### config.mk
export PLATFORM = sky130hd
export DESIGN_NAME = plot_sink
export DESIGN_NICKNAME = d
export VERILOG_FILES = /design/src/rtl/plot_sink_pkg.sv /design/src/rtl/plot_fifo.sv /design/src/rtl/plot_sink.sv
export SDC_FILE = /design/constraint.sdc
export NUM_CORES = 1
export LEC_CHECK = 0
export ABC_AREA = 1
export CORE_MARGIN = 1.5
export CORE_UTILIZATION = 55
export CTS_BUF_LIST = sky130_fd_sc_hd__clkbuf_2
export CTS_CLUSTER_DIAMETER = 100
export DETAILED_ROUTE_END_ITERATION = 8
export GPL_TIMING_DRIVEN = 0
export PLACE_DENSITY = 0.78
export SETUP_SLACK_MARGIN = 0.4
export SLEW_MARGIN = 25
export SYNTH_ARGS = -nofsm -noshare
export SYNTH_HDL_FRONTEND = slang
export SYNTH_HIERARCHICAL = 1
export SYNTH_SLANG_ARGS = --single-unit
export TNS_END_PERCENT = 10
### constraint.sdc
create_clock -name clock -period 2.5 [get_ports clock]
set_input_delay 0.375 -clock clock [delete_from_list [all_inputs] [get_ports clock]]
set_output_delay 0.375 -clock clock [all_outputs]
set_load 0.1 [all_outputs]
### src/rtl/plot_sink_pkg.sv
// Shared types and constants for the pixel-plot sink: FSM state encoding,
// the buffered command layout and the default screen geometry.
package plot_sink_pkg;

   localparam int DEF_WIDTH       = 320;
   localparam int DEF_HEIGHT      = 240;
   localparam int DEF_COLOUR_BITS = 3;
   localparam int DEF_FIFO_DEPTH  = 4;
   localparam int DEF_ADDR_BITS   = 17;

   localparam int SCREEN_PIXELS = DEF_WIDTH * DEF_HEIGHT;
   localparam int LAST_ADDR     = SCREEN_PIXELS - 1;

   // IDLE: nothing buffered, port quiet. DRAIN: presenting buffered plots.
   // CLEAR: sweeping every framebuffer address with the fill colour.
   typedef enum logic [1:0] {
      IDLE  = 2'd0,
      DRAIN = 2'd1,
      CLEAR = 2'd2
   } state_t;

   // One buffered plot command, already converted to a linear address.
   typedef struct packed {
      logic [DEF_ADDR_BITS-1:0]   addr;
      logic [DEF_COLOUR_BITS-1:0] colour;
   } fifo_entry_t;

   // y*320 + x as two shifts and an add, for the default 320-wide screen.
   function automatic logic [DEF_ADDR_BITS-1:0] linear_addr(
      input logic [8:0] px,
      input logic [7:0] py
   );
      logic [DEF_ADDR_BITS-1:0] xe;
      logic [DEF_ADDR_BITS-1:0] ye;
      xe = {8'b0, px};
      ye = {9'b0, py};
      return (ye << 8) + (ye << 6) + xe;
   endfunction

endpackage

### src/rtl/plot_fifo.sv
// Small synchronous FIFO with show-ahead output. Besides the head entry it
// also exposes the entry behind the head, so a consumer that keeps the head
// in flight until it is acknowledged can line up the next item with no bubble.
// A push into a full FIFO is accepted when a pop happens in the same cycle.
module plot_fifo #(
   parameter int DATA_BITS = 20,
   parameter int DEPTH     = 4
) (
   input  logic                       clock,
   input  logic                       reset,
   input  logic                       push,
   input  logic                       pop,
   input  logic [DATA_BITS-1:0]       din,
   output logic [DATA_BITS-1:0]       dout,
   output logic [DATA_BITS-1:0]       dout_next,
   output logic                       full,
   output logic                       empty,
   output logic [$clog2(DEPTH):0]     count
);

   localparam int PTR_BITS = $clog2(DEPTH);
   localparam int CNT_BITS = PTR_BITS + 1;

   logic [DATA_BITS-1:0] storage [DEPTH];
   logic [PTR_BITS-1:0]  rd_ptr;
   logic [PTR_BITS-1:0]  wr_ptr;
   logic [PTR_BITS-1:0]  rd_ptr_nx;
   logic                 do_push;
   logic                 do_pop;

   assign full      = (count == CNT_BITS'(DEPTH));
   assign empty     = (count == '0);
   assign do_pop    = pop && !empty;
   assign do_push   = push && (!full || do_pop);
   assign rd_ptr_nx = rd_ptr + PTR_BITS'(1);
   assign dout      = storage[rd_ptr];
   assign dout_next = storage[rd_ptr_nx];

   // Pointer and occupancy bookkeeping; pointers wrap naturally (power-of-two depth).
   always_ff @(posedge clock) begin
      if (reset) begin
         rd_ptr <= '0;
         wr_ptr <= '0;
         count  <= '0;
      end else begin
         if (do_push) wr_ptr <= wr_ptr + PTR_BITS'(1);
         if (do_pop)  rd_ptr <= rd_ptr_nx;
         case ({do_push, do_pop})
            2'b10:   count <= count + CNT_BITS'(1);
            2'b01:   count <= count - CNT_BITS'(1);
            default: count <= count;
         endcase
      end
   end

   // Storage array; contents are don't-care until written, so no reset.
   always_ff @(posedge clock) begin
      if (do_push) storage[wr_ptr] <= din;
   end

endmodule

### src/rtl/plot_sink.sv
// Receiving end of the pixel-plot interface. Validates plot coordinates,
// buffers accepted plots, converts them to linear framebuffer addresses and
// drives the framebuffer write port. Also runs a full-screen clear sweep.
//
// Memory port handshake: mem_addr/mem_data/mem_valid are registered. A write
// completes on a rising edge where mem_valid && mem_ready; while mem_valid is
// high and mem_ready low, all three outputs hold. A new write may be presented
// in the cycle right after a handshake, so sustained throughput is one write
// per cycle.
//
// A buffered plot stays in the FIFO until its write handshakes, so the FIFO
// occupancy counts the write currently on the port. The FIFO's second entry
// is loaded into the port register on the handshake edge.
module plot_sink
   import plot_sink_pkg::*;
#(
   parameter int WIDTH       = DEF_WIDTH,
   parameter int HEIGHT      = DEF_HEIGHT,
   parameter int COLOUR_BITS = DEF_COLOUR_BITS,
   parameter int FIFO_DEPTH  = DEF_FIFO_DEPTH,
   parameter int ADDR_BITS   = DEF_ADDR_BITS
) (
   input  logic                   clock,
   input  logic                   reset,
   input  logic [8:0]             x,
   input  logic [7:0]             y,
   input  logic [COLOUR_BITS-1:0] colour,
   input  logic                   plot,
   input  logic                   clear,
   input  logic [COLOUR_BITS-1:0] clear_colour,
   output logic [ADDR_BITS-1:0]   mem_addr,
   output logic [COLOUR_BITS-1:0] mem_data,
   output logic                   mem_valid,
   input  logic                   mem_ready,
   output logic                   busy,
   output logic                   overflow,
   output logic [7:0]             dropped_cnt
);

   localparam int ENTRY_BITS = ADDR_BITS + COLOUR_BITS;
   localparam int CNT_BITS   = $clog2(FIFO_DEPTH) + 1;
   localparam int PIXELS     = WIDTH * HEIGHT;
   localparam logic [ADDR_BITS-1:0] SWEEP_LAST = ADDR_BITS'(PIXELS - 1);

   state_t state;
   state_t state_nx;

   logic                   in_range;
   logic                   plot_ok;
   logic [ADDR_BITS-1:0]   plot_addr;
   logic                   handshake;

   logic                   fifo_push;
   logic                   fifo_pop;
   logic [ENTRY_BITS-1:0]  fifo_din;
   logic [ENTRY_BITS-1:0]  fifo_dout;
   logic [ENTRY_BITS-1:0]  fifo_dout_next;
   logic                   fifo_full;
   logic                   fifo_empty;
   logic [CNT_BITS-1:0]    fifo_count;

   logic                   clear_pending;
   logic                   pending_nx;
   logic [COLOUR_BITS-1:0] clear_col;
   logic [COLOUR_BITS-1:0] clear_col_nx;
   logic                   valid_nx;
   logic [ADDR_BITS-1:0]   addr_nx;
   logic [COLOUR_BITS-1:0] data_nx;

   assign in_range  = (32'(x) < WIDTH) && (32'(y) < HEIGHT);
   assign plot_ok   = plot && in_range;
   assign handshake = mem_valid && mem_ready;

   // The head entry is the write on the port, so it leaves the FIFO exactly
   // when that write completes; sweep writes never pop.
   assign fifo_pop  = (state == DRAIN) && handshake;
   assign fifo_push = plot_ok && (!fifo_full || fifo_pop);
   assign fifo_din  = {plot_addr, colour};

   generate
      if (WIDTH == DEF_WIDTH && ADDR_BITS == DEF_ADDR_BITS) begin : g_shift_add
         assign plot_addr = linear_addr(x, y);
      end else begin : g_const_mul
         logic [ADDR_BITS-1:0] x_ext;
         logic [ADDR_BITS-1:0] y_ext;
         assign x_ext     = ADDR_BITS'(x);
         assign y_ext     = ADDR_BITS'(y);
         assign plot_addr = y_ext * ADDR_BITS'(WIDTH) + x_ext;
      end
   endgenerate

   plot_fifo #(
      .DATA_BITS (ENTRY_BITS),
      .DEPTH     (FIFO_DEPTH)
   ) u_fifo (
      .clock     (clock),
      .reset     (reset),
      .push      (fifo_push),
      .pop       (fifo_pop),
      .din       (fifo_din),
      .dout      (fifo_dout),
      .dout_next (fifo_dout_next),
      .full      (fifo_full),
      .empty     (fifo_empty),
      .count     (fifo_count)
   );

   assign busy = (state != IDLE) || (fifo_count != '0) || clear_pending;

   // Next state and next port register contents.
   always_comb begin
      state_nx     = state;
      valid_nx     = mem_valid;
      addr_nx      = mem_addr;
      data_nx      = mem_data;
      pending_nx   = clear_pending;
      clear_col_nx = clear_col;
      case (state)
         IDLE: begin
            // A simultaneous plot is buffered and written after the sweep.
            if (clear) begin
               state_nx     = CLEAR;
               valid_nx     = 1'b1;
               addr_nx      = '0;
               data_nx      = clear_colour;
               clear_col_nx = clear_colour;
            end else if (plot_ok) begin
               state_nx = DRAIN;
               valid_nx = 1'b1;
               addr_nx  = plot_addr;
               data_nx  = colour;
            end
         end
         DRAIN: begin
            if (clear && !clear_pending) begin
               pending_nx   = 1'b1;
               clear_col_nx = clear_colour;
            end
            if (handshake) begin
               if (clear_pending || clear) begin
                  // Remaining buffered plots are drained after the sweep.
                  state_nx   = CLEAR;
                  pending_nx = 1'b0;
                  addr_nx    = '0;
                  data_nx    = clear_pending ? clear_col : clear_colour;
               end else if (fifo_count >= CNT_BITS'(2)) begin
                  {addr_nx, data_nx} = fifo_dout_next;
               end else if (fifo_push) begin
                  {addr_nx, data_nx} = fifo_din;
               end else begin
                  state_nx = IDLE;
                  valid_nx = 1'b0;
               end
            end
         end
         CLEAR: begin
            if (handshake) begin
               if (mem_addr == SWEEP_LAST) begin
                  if (!fifo_empty) begin
                     state_nx           = DRAIN;
                     {addr_nx, data_nx} = fifo_dout;
                  end else if (fifo_push) begin
                     state_nx           = DRAIN;
                     {addr_nx, data_nx} = fifo_din;
                  end else begin
                     state_nx = IDLE;
                     valid_nx = 1'b0;
                  end
               end else begin
                  addr_nx = mem_addr + ADDR_BITS'(1);
               end
            end
         end
         default: begin
            state_nx = IDLE;
            valid_nx = 1'b0;
         end
      endcase
   end

   // FSM state, port register and pending-clear latch.
   always_ff @(posedge clock) begin
      if (reset) begin
         state         <= IDLE;
         mem_valid     <= 1'b0;
         mem_addr      <= '0;
         mem_data      <= '0;
         clear_pending <= 1'b0;
         clear_col     <= '0;
      end else begin
         state         <= state_nx;
         mem_valid     <= valid_nx;
         mem_addr      <= addr_nx;
         mem_data      <= data_nx;
         clear_pending <= pending_nx;
         clear_col     <= clear_col_nx;
      end
   end

   // Sticky overflow flag and saturating out-of-range drop counter.
   always_ff @(posedge clock) begin
      if (reset) begin
         overflow    <= 1'b0;
         dropped_cnt <= '0;
      end else begin
         if (plot_ok && fifo_full && !fifo_pop) overflow <= 1'b1;
         if (plot && !in_range && dropped_cnt != 8'hFF) dropped_cnt <= dropped_cnt + 8'd1;
      end
   end

endmodule

==> summary.md <==
| Metric | Value |
|---|---|
| Flop2flop setup slack | 180 ps |
| Most frequent cells in the layout | 342 x nand2_1, 102 x nor2_1, 91 x o21ai_0, 87 x inv_1, 85 x a21oi_1 |
| RSZ-0062 raised after global routing | true |
| Pin count of the biggest net entering global routing | 21 |
| CP delay by family, top | simple AND/OR/NAND/NOR gates |
| Yosys warns | 6 |
| Ys flop type | edfxtp_1 |
| Yosys top cell area share | 0.303 |
| Rows | 43 |
| Minimum clock period | 2320 ps |
| Overall routing resource usage | 0.321 |
| Router iterations before antenna repair | 6 |
| Total Power | 8.36 mW |
| Final Util | 0.668 |
| TritonCTS buffer count | 17 |
| Commonest non-fill, non-tap cell in the layout | nand2_1 |
| Startpoint Class | flip-flop |
| Hpwl dp | 16.9 mm |
| Netlist cell types | 39 |
| Worst Setup End Kind | flip-flop |
| Layout area overhead | 18.0% |
| Starting Density | 0.566 |
| Final-report max-slew violation count | 0 |
| Critical Path RT | 3130 ps |
| Clock transition at path regs | 190 ps |
| Post-synth EDFFs | 80 |
| PortBufs | 57 |
| Max-slew headroom | 0.364 |
| Routed via count divided by cell count | 5.69 |
| DR iter-0 viols | 842 |
| Slew @ Worst Pin | 957 ps |
| Area leader, netlist | edfxtp_1 |
| Most frequent CP cell | nand2_1 |
| RePlAce Congestion | 0.967 |
| Max_cap viols | 0 |
| Syn_area_per_cell | 7.15 µm² |
| Initial antenna violation count | 1 |
| Final net count | 1257 |
| CORE AREA | 14000 µm² |
| Die H | 123 µm |
| TritonCTS clock tree | built |
| Post-Syn Nets | 1164 |
| Fin. Hold Viols | 0 |
| Ratio of cells with drive above 1 in the final layout | 0.158 |
| Layout fillers | 1264 |
| DIE WIDTH | 123 µm |
| Die area | 15100 µm² |
| Clock Tree Buf Depth | 2 |
| Post-Syn Area | 7920 µm² |
| Fmax | 431 MHz |
| CP bufs+invs | 5 |
| Remaining Overflow, GRT | 0 |
| CP max stage cell | dfxtp_4 |
| Peak supply drop | 1.06 mV |
| Global-route wire length before repair | 36.2 mm |
| Tcrit/Tclk final | 0.927 |
| Part of the Yosys area used for sequential elements | 0.417 |
| Worst-Skew Late Latency | 720 ps |
| Critical setup path kind | reg -> reg |
| CP peak stage delay | 400 ps |
| Post-Route WL | 24.1 mm |
| CP max FO | 7 |
| Num ports | 59 |
| ANT nets after route | 0 |
| Arr. time, crit path | 2950 ps |
| CTS Sinks | 125 |
| Hold Path Class | in -> reg |
| Clock Skew | 28.3 ps |
| Ranking of synthesized cells by area | edfxtp_1 30%, nand2_1 17%, dfxtp_1 11%, o21ai_0 5.9%, a21oi_1 5.6% |
| Status | finished clean |
| Async S/R FF share, synth | 0 |
| Via count | 7925 |
| Setup Viol. Count Final | 0 |
| Synth Instances | 1107 |
| Pleak | 3.99 nW |
| Crit path cell chain | nor3_4 -> nand2_2 -> inv_2 -> nor2_2 -> buf_6 -> buf_12 -> nand2_8 -> ha_4 -> inv_4 -> fa_2 -> inv_2 -> nand2_1 -> nand3_2 -> nand2_1 -> nand2_1 -> nor2_1 |
| Power per cell area | 895 nW/µm² |
| Wire length per cell | 17.3 µm |
| Seq cells post-synth | 125 |
| Vias in the first global route | 7033 |
| CTS root buffer | clkbuf_2 |
| Drt drc | 0 |
| Htree depth | 4 |
[logic make-up (layout without fill, tap and decap cells)]
| logic type | count (synthesis) | after routing | share of synthesized area |
|---|---|---|---|
| adders and majority gates | 29 | 29 | 0.0487 |
| DFF | 125 | 125 | 0.417 |
| other | 0 | 1 | 0 |
| xor gates and xnor gates | 11 | 11 | 0.0122 |
| and+or+nand+nor | 563 | 565 | 0.289 |
| buffers and inverters | 150 | 253 | 0.0795 |
| AOI/OAI and AO/OA | 229 | 229 | 0.153 |
[worst paths after layout]
check | from | to | cells after the start
worst min register to register | mem_valid | mem_valid | 2
worst max register to register | u_fifo/count[0] | u_fifo/count[2] | 16
worst max-delay path | u_fifo/count[0] | u_fifo/count[2] | 16
worst min-delay path | clear | clear_pending | 3
[synth_stat cells (7+ instances only)]
| master | instances |
|---|---|
| a21oi_1 | 88 |
| buf_2 | 16 |
| clkbuf_1 | 18 |
| dfxtp_1 | 45 |
| edfxtp_1 | 80 |
| ha_1 | 26 |
| inv_1 | 94 |
| inv_2 | 7 |
| nand2_1 | 350 |
| nand3_1 | 70 |
| nand4_1 | 7 |
| nor2_1 | 110 |
| nor3_1 | 11 |
| o21ai_0 | 93 |
| o21ai_1 | 16 |
| o22ai_1 | 20 |
| xor2_1 | 8 |
[timing repair]
item	CTS	global route
hold endpoints to repair	0	0
endpoints found under the setup margin	139	134
pin swaps	5	13
gates cloned	1	1
gates resized for setup	128	76
hold buffers	0	0
setup buffers	5	10
[worst register-to-register path: stages (launching register included)]
cell and delay (ps):
dfxtp_4 400, nor3_4 290, nand2_2 110, inv_2 70, nor2_2 40, buf_6 120, buf_12 140, nand2_8 140
ha_4 170, inv_4 40, fa_2 370, inv_2 60, nand2_1 60, nand3_2 80, nand2_1 50, nand2_1 60
nor2_1 50
[metal layers]
| metal | global-route usage | up-vias | part of all wire |
|---|---|---|---|
| met2 | 0.507 | 446 | 0.46 |
| met1 | 0.429 | 3574 | 0.40 |
| li1 | - | 3852 | - |
| met5 | 0 | - | 0 |
| met3 | 0.0733 | 53 | 0.11 |
| met4 | 0.130 | 0 | 0.027 |
[report_power, final]
group / total [mW] / switching [mW] / internal [mW] / leakage, nW
clock network: 1.21 / 0.766 / 0.445 / 0.135
registers: 2.89 / 0.338 / 2.55 / 1.11
logic: 4.26 / 3.15 / 1.11 / 2.74
total: 8.36 / 4.25 / 4.10 / 3.99
[area by class of cell]
| class | count | area [µm²] | area share |
|---|---|---|---|
| sequential | 125 | 3350 | 0.359 |
| timing repair buffer | 72 | 658 | 0.0705 |
| tap | 180 | 225 | 0.0241 |
| clock inverter | 13 | 125 | 0.0134 |
| multi-input combinational | 834 | 4200 | 0.450 |
| clock buffer | 18 | 90.1 | 0.00965 |
| antenna | 1 | 2.50 | 0.000268 |
| inverter | 103 | 403 | 0.0431 |
| buffer | 47 | 284 | 0.0304 |
[state kept, by name, summed over array words and instances (netlist names), named ones only]
name            count
clear_col           3
clear_pending       1
dropped_cnt         8
mem_addr           17
mem_data            3
mem_valid           1
overflow            1
state               2
u_fifo/count        3
u_fifo/rd_ptr       2
u_fifo/storage     80
u_fifo/wr_ptr       2
[stage by stage]
step                      hold slack, ps  TNS [ps]  worst slack [ps]  cell area [µm²]  cells
after floorplan                      430         0               294             8030   1107
after global placement               458    -43850              -525             8830   1344
after detailed placement             461    -46030              -544             8830   1344
after CTS                           40.6         0               144             9090   1381
after global routing                 130         0              75.4             9340   1393
final                                124         0               182             9340   1393
No activity file was read; power rests on OpenSTA's default activity.
